**config.mk**
```make
export PLATFORM = sky130hd
export DESIGN_NAME = mem_arbiter_flat
export DESIGN_NICKNAME = d
export VERILOG_FILES = /design/src/rtl/mem_pkg.sv /design/src/rtl/mem_arbiter_if.sv /design/src/rtl/mem_arbiter_rr_arb2.sv /design/src/rtl/mem_arbiter.sv /design/src/flat_wrapper.sv
export SDC_FILE = /design/constraint.sdc
export NUM_CORES = 1
export LEC_CHECK = 0
export CORE_MARGIN = 1
export CORE_UTILIZATION = 44
export CTS_CLUSTER_DIAMETER = 80
export CTS_CLUSTER_SIZE = 12
export DETAILED_ROUTE_END_ITERATION = 10
export GPL_ROUTABILITY_DRIVEN = 0
export GPL_TIMING_DRIVEN = 0
export PLACE_DENSITY = 0.91
export SYNTH_ARGS = -nofsm -noshare
export SYNTH_HDL_FRONTEND = slang
export SYNTH_SLANG_ARGS = --single-unit
```
**constraint.sdc**
```tcl
create_clock -name clk -period 8.3 [get_ports clk]
set_input_delay 1.66 -clock clk [delete_from_list [all_inputs] [get_ports clk]]
set_output_delay 1.66 -clock clk [all_outputs]
set_load 0.02 [all_outputs]
```
**src/rtl/mem_pkg.sv**
```systemverilog
// Shared types and defaults for the two-port memory arbiter.
package mem_pkg;

    localparam int DEPTH_DEF   = 16384;
    localparam int TIMEOUT_DEF = 15;

    typedef enum logic [1:0] {
        ST_IDLE  = 2'd0,
        ST_ISSUE = 2'd1,
        ST_WAIT  = 2'd2,
        ST_RESP  = 2'd3
    } state_e;

    typedef enum logic {
        GNT_IF = 1'b0,
        GNT_D  = 1'b1
    } owner_e;

endpackage

```
**src/rtl/mem_arbiter_if.sv**
```systemverilog
// Requester and memory-side signals of the arbiter; slave is the arbiter's view.
interface mem_arbiter_if;

    logic        if_req;
    logic [31:0] if_addr;
    logic        if_ack;
    logic [31:0] if_rdata;
    logic        if_err;

    logic        d_req;
    logic        d_we;
    logic [31:0] d_addr;
    logic [31:0] d_wdata;
    logic        d_ack;
    logic [31:0] d_rdata;
    logic        d_err;

    logic        mem_w_enable;
    logic        mem_r_enable;
    logic [31:0] mem_address;
    logic [31:0] mem_word_in;
    logic [31:0] mem_word_out;
    logic        mem_rdy;

    modport slave (
        input  if_req, if_addr, d_req, d_we, d_addr, d_wdata, mem_word_out, mem_rdy,
        output if_ack, if_rdata, if_err, d_ack, d_rdata, d_err,
        output mem_w_enable, mem_r_enable, mem_address, mem_word_in
    );

    modport master (
        output if_req, if_addr, d_req, d_we, d_addr, d_wdata, mem_word_out, mem_rdy,
        input  if_ack, if_rdata, if_err, d_ack, d_rdata, d_err,
        input  mem_w_enable, mem_r_enable, mem_address, mem_word_in
    );

endinterface

```
**src/rtl/mem_arbiter_rr_arb2.sv**
```systemverilog
// Two-way round-robin grant; bit 0 = fetch, bit 1 = data. The flag moves only when a grant is taken.
module rr_arb2
    import mem_pkg::*;
(
    input  logic       clk,
    input  logic       rst,
    input  logic [1:0] req_i,
    input  logic       take_i,
    output logic [1:0] gnt_o
);

    owner_e last_q, last_d;

    always_comb begin
        gnt_o  = 2'b00;
        last_d = last_q;
        case (req_i)
            2'b01:   gnt_o = 2'b01;
            2'b10:   gnt_o = 2'b10;
            2'b11:   gnt_o = (last_q == GNT_IF) ? 2'b10 : 2'b01;
            default: gnt_o = 2'b00;
        endcase
        if (take_i && gnt_o[1]) begin
            last_d = GNT_D;
        end else if (take_i && gnt_o[0]) begin
            last_d = GNT_IF;
        end
    end

    always_ff @(posedge clk or posedge rst) begin
        if (rst) begin
            last_q <= GNT_IF;
        end else begin
            last_q <= last_d;
        end
    end

endmodule

```
**src/rtl/mem_arbiter.sv**
```systemverilog
// Arbitrates a fetch port and a data port onto one single-access memory.
//   state | meaning
//   IDLE  | wait for a request, grant and latch it
//   ISSUE | one-cycle enable pulse toward memory
//   WAIT  | wait for mem_rdy or timeout
//   RESP  | one-cycle ack to the granted requester
module mem_arbiter
    import mem_pkg::*;
#(
    parameter int DEPTH   = DEPTH_DEF,
    parameter int TIMEOUT = TIMEOUT_DEF
) (
    input logic         clk,
    input logic         rst,
    mem_arbiter_if.slave bus
);

    localparam int CW = $clog2(TIMEOUT + 1);

    state_e         state_q, state_d;
    owner_e         owner_q, owner_d;
    logic           we_q, we_d;
    logic           err_q, err_d;
    logic [31:0]    addr_q, addr_d;
    logic [31:0]    wdata_q, wdata_d;
    logic [31:0]    if_rdata_q, if_rdata_d;
    logic [31:0]    d_rdata_q, d_rdata_d;
    logic [CW-1:0]  cnt_q, cnt_d, cnt_inc;
    logic [1:0]     gnt;
    logic           take;
    logic [31:0]    sel_addr;

    rr_arb2 u_rr_arb2 (
        .clk    (clk),
        .rst    (rst),
        .req_i  ({bus.d_req, bus.if_req}),
        .take_i (take),
        .gnt_o  (gnt)
    );

    assign sel_addr = gnt[1] ? bus.d_addr : bus.if_addr;
    assign cnt_inc  = (cnt_q == CW'(TIMEOUT)) ? cnt_q : cnt_q + CW'(1);

    always_comb begin
        state_d          = state_q;
        owner_d          = owner_q;
        we_d             = we_q;
        err_d            = err_q;
        addr_d           = addr_q;
        wdata_d          = wdata_q;
        if_rdata_d       = if_rdata_q;
        d_rdata_d        = d_rdata_q;
        cnt_d            = cnt_q;
        take             = 1'b0;
        bus.mem_w_enable = 1'b0;
        bus.mem_r_enable = 1'b0;
        case (state_q)
            ST_IDLE: begin
                if (gnt != 2'b00) begin
                    take    = 1'b1;
                    owner_d = gnt[1] ? GNT_D : GNT_IF;
                    we_d    = gnt[1] & bus.d_we;
                    addr_d  = sel_addr;
                    wdata_d = gnt[1] ? bus.d_wdata : 32'd0;
                    cnt_d   = '0;
                    // Out-of-range addresses are answered without touching memory.
                    if (sel_addr >= 32'(DEPTH)) begin
                        err_d   = 1'b1;
                        state_d = ST_RESP;
                    end else begin
                        err_d   = 1'b0;
                        state_d = ST_ISSUE;
                    end
                end
            end
            ST_ISSUE: begin
                bus.mem_w_enable = we_q;
                bus.mem_r_enable = ~we_q;
                cnt_d            = '0;
                state_d          = ST_WAIT;
            end
            ST_WAIT: begin
                cnt_d = cnt_inc;
                if (bus.mem_rdy) begin
                    err_d   = 1'b0;
                    state_d = ST_RESP;
                    if (!we_q && owner_q == GNT_IF) if_rdata_d = bus.mem_word_out;
                    if (!we_q && owner_q == GNT_D)  d_rdata_d  = bus.mem_word_out;
                end else if (cnt_inc == CW'(TIMEOUT)) begin
                    err_d   = 1'b1;
                    state_d = ST_RESP;
                end
            end
            ST_RESP: begin
                state_d = ST_IDLE;
            end
            default: state_d = ST_IDLE;
        endcase
    end

    always_ff @(posedge clk or posedge rst) begin
        if (rst) begin
            state_q    <= ST_IDLE;
            owner_q    <= GNT_IF;
            we_q       <= 1'b0;
            err_q      <= 1'b0;
            addr_q     <= '0;
            wdata_q    <= '0;
            if_rdata_q <= '0;
            d_rdata_q  <= '0;
            cnt_q      <= '0;
        end else begin
            state_q    <= state_d;
            owner_q    <= owner_d;
            we_q       <= we_d;
            err_q      <= err_d;
            addr_q     <= addr_d;
            wdata_q    <= wdata_d;
            if_rdata_q <= if_rdata_d;
            d_rdata_q  <= d_rdata_d;
            cnt_q      <= cnt_d;
        end
    end

    assign bus.if_ack      = (state_q == ST_RESP) && (owner_q == GNT_IF);
    assign bus.d_ack       = (state_q == ST_RESP) && (owner_q == GNT_D);
    assign bus.if_err      = bus.if_ack & err_q;
    assign bus.d_err       = bus.d_ack & err_q;
    assign bus.if_rdata    = if_rdata_q;
    assign bus.d_rdata     = d_rdata_q;
    assign bus.mem_address = addr_q;
    assign bus.mem_word_in = wdata_q;

endmodule

```
**src/flat_wrapper.sv**
```systemverilog
// flat-port wrapper written by rule: the top's interface ports become plain ports
module mem_arbiter_flat import mem_pkg::*;
#(
    parameter int DEPTH   = DEPTH_DEF,
    parameter int TIMEOUT = TIMEOUT_DEF
)
  (clk, rst, bus_if_req, bus_if_addr, bus_d_req, bus_d_we, bus_d_addr, bus_d_wdata, bus_mem_word_out, bus_mem_rdy, bus_if_ack, bus_if_rdata, bus_if_err, bus_d_ack, bus_d_rdata, bus_d_err, bus_mem_w_enable, bus_mem_r_enable, bus_mem_address, bus_mem_word_in);
  mem_arbiter_if bus_i ();
  input logic clk;
  input logic rst;
  input wire logic [$bits(bus_i.if_req)-1:0] bus_if_req;
  input wire logic [$bits(bus_i.if_addr)-1:0] bus_if_addr;
  input wire logic [$bits(bus_i.d_req)-1:0] bus_d_req;
  input wire logic [$bits(bus_i.d_we)-1:0] bus_d_we;
  input wire logic [$bits(bus_i.d_addr)-1:0] bus_d_addr;
  input wire logic [$bits(bus_i.d_wdata)-1:0] bus_d_wdata;
  input wire logic [$bits(bus_i.mem_word_out)-1:0] bus_mem_word_out;
  input wire logic [$bits(bus_i.mem_rdy)-1:0] bus_mem_rdy;
  output wire logic [$bits(bus_i.if_ack)-1:0] bus_if_ack;
  output wire logic [$bits(bus_i.if_rdata)-1:0] bus_if_rdata;
  output wire logic [$bits(bus_i.if_err)-1:0] bus_if_err;
  output wire logic [$bits(bus_i.d_ack)-1:0] bus_d_ack;
  output wire logic [$bits(bus_i.d_rdata)-1:0] bus_d_rdata;
  output wire logic [$bits(bus_i.d_err)-1:0] bus_d_err;
  output wire logic [$bits(bus_i.mem_w_enable)-1:0] bus_mem_w_enable;
  output wire logic [$bits(bus_i.mem_r_enable)-1:0] bus_mem_r_enable;
  output wire logic [$bits(bus_i.mem_address)-1:0] bus_mem_address;
  output wire logic [$bits(bus_i.mem_word_in)-1:0] bus_mem_word_in;
  assign bus_i.if_req = bus_if_req;
  assign bus_i.if_addr = bus_if_addr;
  assign bus_i.d_req = bus_d_req;
  assign bus_i.d_we = bus_d_we;
  assign bus_i.d_addr = bus_d_addr;
  assign bus_i.d_wdata = bus_d_wdata;
  assign bus_i.mem_word_out = bus_mem_word_out;
  assign bus_i.mem_rdy = bus_mem_rdy;
  assign bus_if_ack = bus_i.if_ack;
  assign bus_if_rdata = bus_i.if_rdata;
  assign bus_if_err = bus_i.if_err;
  assign bus_d_ack = bus_i.d_ack;
  assign bus_d_rdata = bus_i.d_rdata;
  assign bus_d_err = bus_i.d_err;
  assign bus_mem_w_enable = bus_i.mem_w_enable;
  assign bus_mem_r_enable = bus_i.mem_r_enable;
  assign bus_mem_address = bus_i.mem_address;
  assign bus_mem_word_in = bus_i.mem_word_in;
  mem_arbiter #(.DEPTH(DEPTH), .TIMEOUT(TIMEOUT)) u_core (.clk(clk), .rst(rst), .bus(bus_i));
endmodule
```
==> flow_summary.json <==
{
  "arrival_ps": 1920,
  "dieWidth_um": 116,
  "hold_buffers": 0,
  "finalSetupViolCount": 0,
  "final_common_cell": "clkdlybuf4s50_1",
  "post-route-min-period_ps": 3580,
  "maxCapViolCount": 0,
  "cts.sinks": 138,
  "clk_pin_slew_worst_paths_ps": 60,
  "syn_inst": 430,
  "antenna_found_initial": 0,
  "die_area_um2": 13400,
  "nets": 857,
  "cts_resized": 0,
  "start_util_pct": 45.0,
  "cts_buffers": 17,
  "cts_setup_buffers": 0,
  "ios": 268,
  "grt_setup_unrepaired": "false",
  "hold-worst-slack_ps": 482,
  "final_max_slew_viol_count": 0,
  "htreeDepth": 4,
  "globalRouteOverflowTotal": 0,
  "cp-end-kind": "output pin",
  "area_growth_pct": 61.8,
  "synthDistinctLibCells": 37,
  "cp_cell_sequence": "inv_1 > ha_1 > nor2b_1 > clkdlybuf4s50_1",
  "finalCritPeriodShare_pct": 43.2,
  "layout-drive-gt1-share_pct": 15.9,
  "grt_pass1_vias": 4880,
  "synth.cell_area_um2": 5680,
  "grt_first_pass_wirelength_um": 24800,
  "diodes": 0,
  "slowest_stage": "clkdlybuf4s50_1",
  "via_per_inst": 5.20,
  "cp.required_ps": 6640,
  "multi_input_area_um2": 2100,
  "ir_drop_mv": 0.193,
  "path_class": "reg2out",
  "p_leak_nw": 3.98,
  "rows": 41,
  "vias": 4687,
  "syn_avg_cell_area_um2": 13.2,
  "die_y_um": 116,
  "syn_nets": 570,
  "worst_pin_slew_ps": 911,
  "fmax_ghz": 0.279,
  "wl_um": 16100,
  "synth-seq-cells": 138,
  "drt_iter0_markers": 225,
  "n_fill_cell": 878,
  "power_density_nw_per_um2": 395,
  "track_usage_pct": 24.8,
  "clockBufferDepth": 2,
  "slew_headroom_pct": 38.9,
  "first_pass_iters": 4,
  "cp_max_fo": 4,
  "path_buf_inv": 2,
  "final_cell_mix": "clkdlybuf4s50_1 (267), dfrtp_1 (138), mux2_2 (63)",
  "status": "completed",
  "clock_latency_ps": 410,
  "tns_ps": 0,
  "dp_hpwl_um": 12100,
  "io_buffers": 267,
  "grt_max_degree": 109,
  "synthFlopType": "dfrtp_1",
  "hold_violations": 0,
  "ys_seq_area_share_pct": 60.8,
  "clockRootBuffer": "clkbuf_16",
  "skew_ps": 8.55,
  "drc": 0,
  "hold_path.class": "reg2reg",
  "cp-start-kind": "register",
  "synth_edf_count": 0,
  "slowest_delay_ps": 640,
  "postRouteAntennaNets": 0,
  "cp_top_family": "buffers and inverters",
  "synthArstFlopShare_pct": 100,
  "tritoncts": "built",
  "avgRoutedWirePerCell_um": 17.9,
  "core_area_um2": 12600,
  "seqCellArea_um2": 3450,
  "ys_warn_count": 0
}
## synth_stat cells, drive strengths merged (2+ instances only)
cell type | n | share of area, %
nor3 | 2 | 0.26
nand3 | 2 | 0.18
inv | 3 | 0.20
a22o | 35 | 5.4
nand2b | 4 | 0.44
nor2 | 6 | 0.40
nor2b | 3 | 0.33
nand2 | 38 | 2.5
nor4 | 7 | 0.88
a21oi | 4 | 0.35
dfrtp | 138 | 61
o21ai | 37 | 3.3
ha | 6 | 1.3
and2 | 3 | 0.33
mux2 | 64 | 13
mux2i | 34 | 6.0
buf | 15 | 1.3
clkbuf | 10 | 0.66
or4 | 2 | 0.33
and3 | 3 | 0.33
a21o | 3 | 0.40
## logic make-up after synthesis
logic type / count (synthesis) / share of synthesized area, %
buffers and inverters: 28 / 2.18
DFF: 138 / 60.8
muxes: 98 / 18.7
and+or+nand+nor: 75 / 6.68
adders and majority gates: 6 / 1.32
AOI/OAI and AO/OA: 85 / 10.3
## per-stage QoR
stage	util [%]	instances	area (um^2)	worst slack, ps	total power, mW
after floorplan	-	430	5680	2940	2.03
after global placement	67.9	869	8560	1400	2.81
after detailed placement	68.1	870	8600	4470	2.89
after CTS	72.7	902	9180	4690	3.65
after global routing	72.7	902	9180	4610	3.82
final	72.7	902	9180	4720	3.63
## where the power goes
part / internal [mW] / leakage, nW / switching (mW)
Combinational: 0.865 / 1.99 / 0.839
Clock: 0.452 / 0.280 / 0.291
Sequential: 0.985 / 1.71 / 0.196
## state kept, by name, summed over array words and instances (netlist names), 2 cells and up
name	cells
u_core.bus.d_rdata	32
u_core.bus.if_rdata	32
u_core.bus.mem_address	32
u_core.bus.mem_word_in	32
u_core.cnt_q	4
u_core.state_q	2
## layout make-up
class / instances / share of cell area (%)
Clock inverter: 13 / 1.54
Multi-Input combinational cell: 264 / 22.9
Clock buffer: 19 / 4.82
Timing Repair Buffer: 268 / 29.4
Buffer: 25 / 1.23
Inverter: 3 / 0.177
Sequential cell: 138 / 37.6
Tap cell: 172 / 2.34
## tightest hold or removal path, cell delays in order (launching register included)
cell and delay (ps):
dfrtp_1 340, nand2_1 40, o21ai_0 60
## worst paths after layout
path | from | endpoint | slack (ps) | cells after the start
max in group asynchronous | rst | u_core.bus.d_rdata[31]$_DFFE_PP0P_ | 5870 | 3
min | u_core.bus.mem_address[11]$_DFFE_PP0P_ | u_core.bus.mem_address[11]$_DFFE_PP0P_ | 480 | 2
min in group asynchronous | rst | u_core.bus.if_rdata[22]$_DFFE_PP0P_ | 1590 | 2
max reg2reg | u_core.state_q[0]$_DFFE_PP0P_ | u_core.bus.mem_address[29]$_DFFE_PP0P_ | 6110 | 5
max | u_core.state_q[1]$_DFFE_PP0P_ | bus_mem_r_enable | 4720 | 4
min reg2reg | u_core.bus.mem_address[11]$_DFFE_PP0P_ | u_core.bus.mem_address[11]$_DFFE_PP0P_ | 480 | 2
## routing by layer
metal | global-route usage [%] | vias up | part of all wire (%)
met5 | 0 | - | 0
met1 | 28.1 | 2256 | 39
met3 | 8.21 | 44 | 8.5
met4 | 14.0 | 0 | 3.8
met2 | 41.2 | 245 | 49
li1 | - | 2142 | -
No activity file was read; power rests on OpenSTA's default activity.
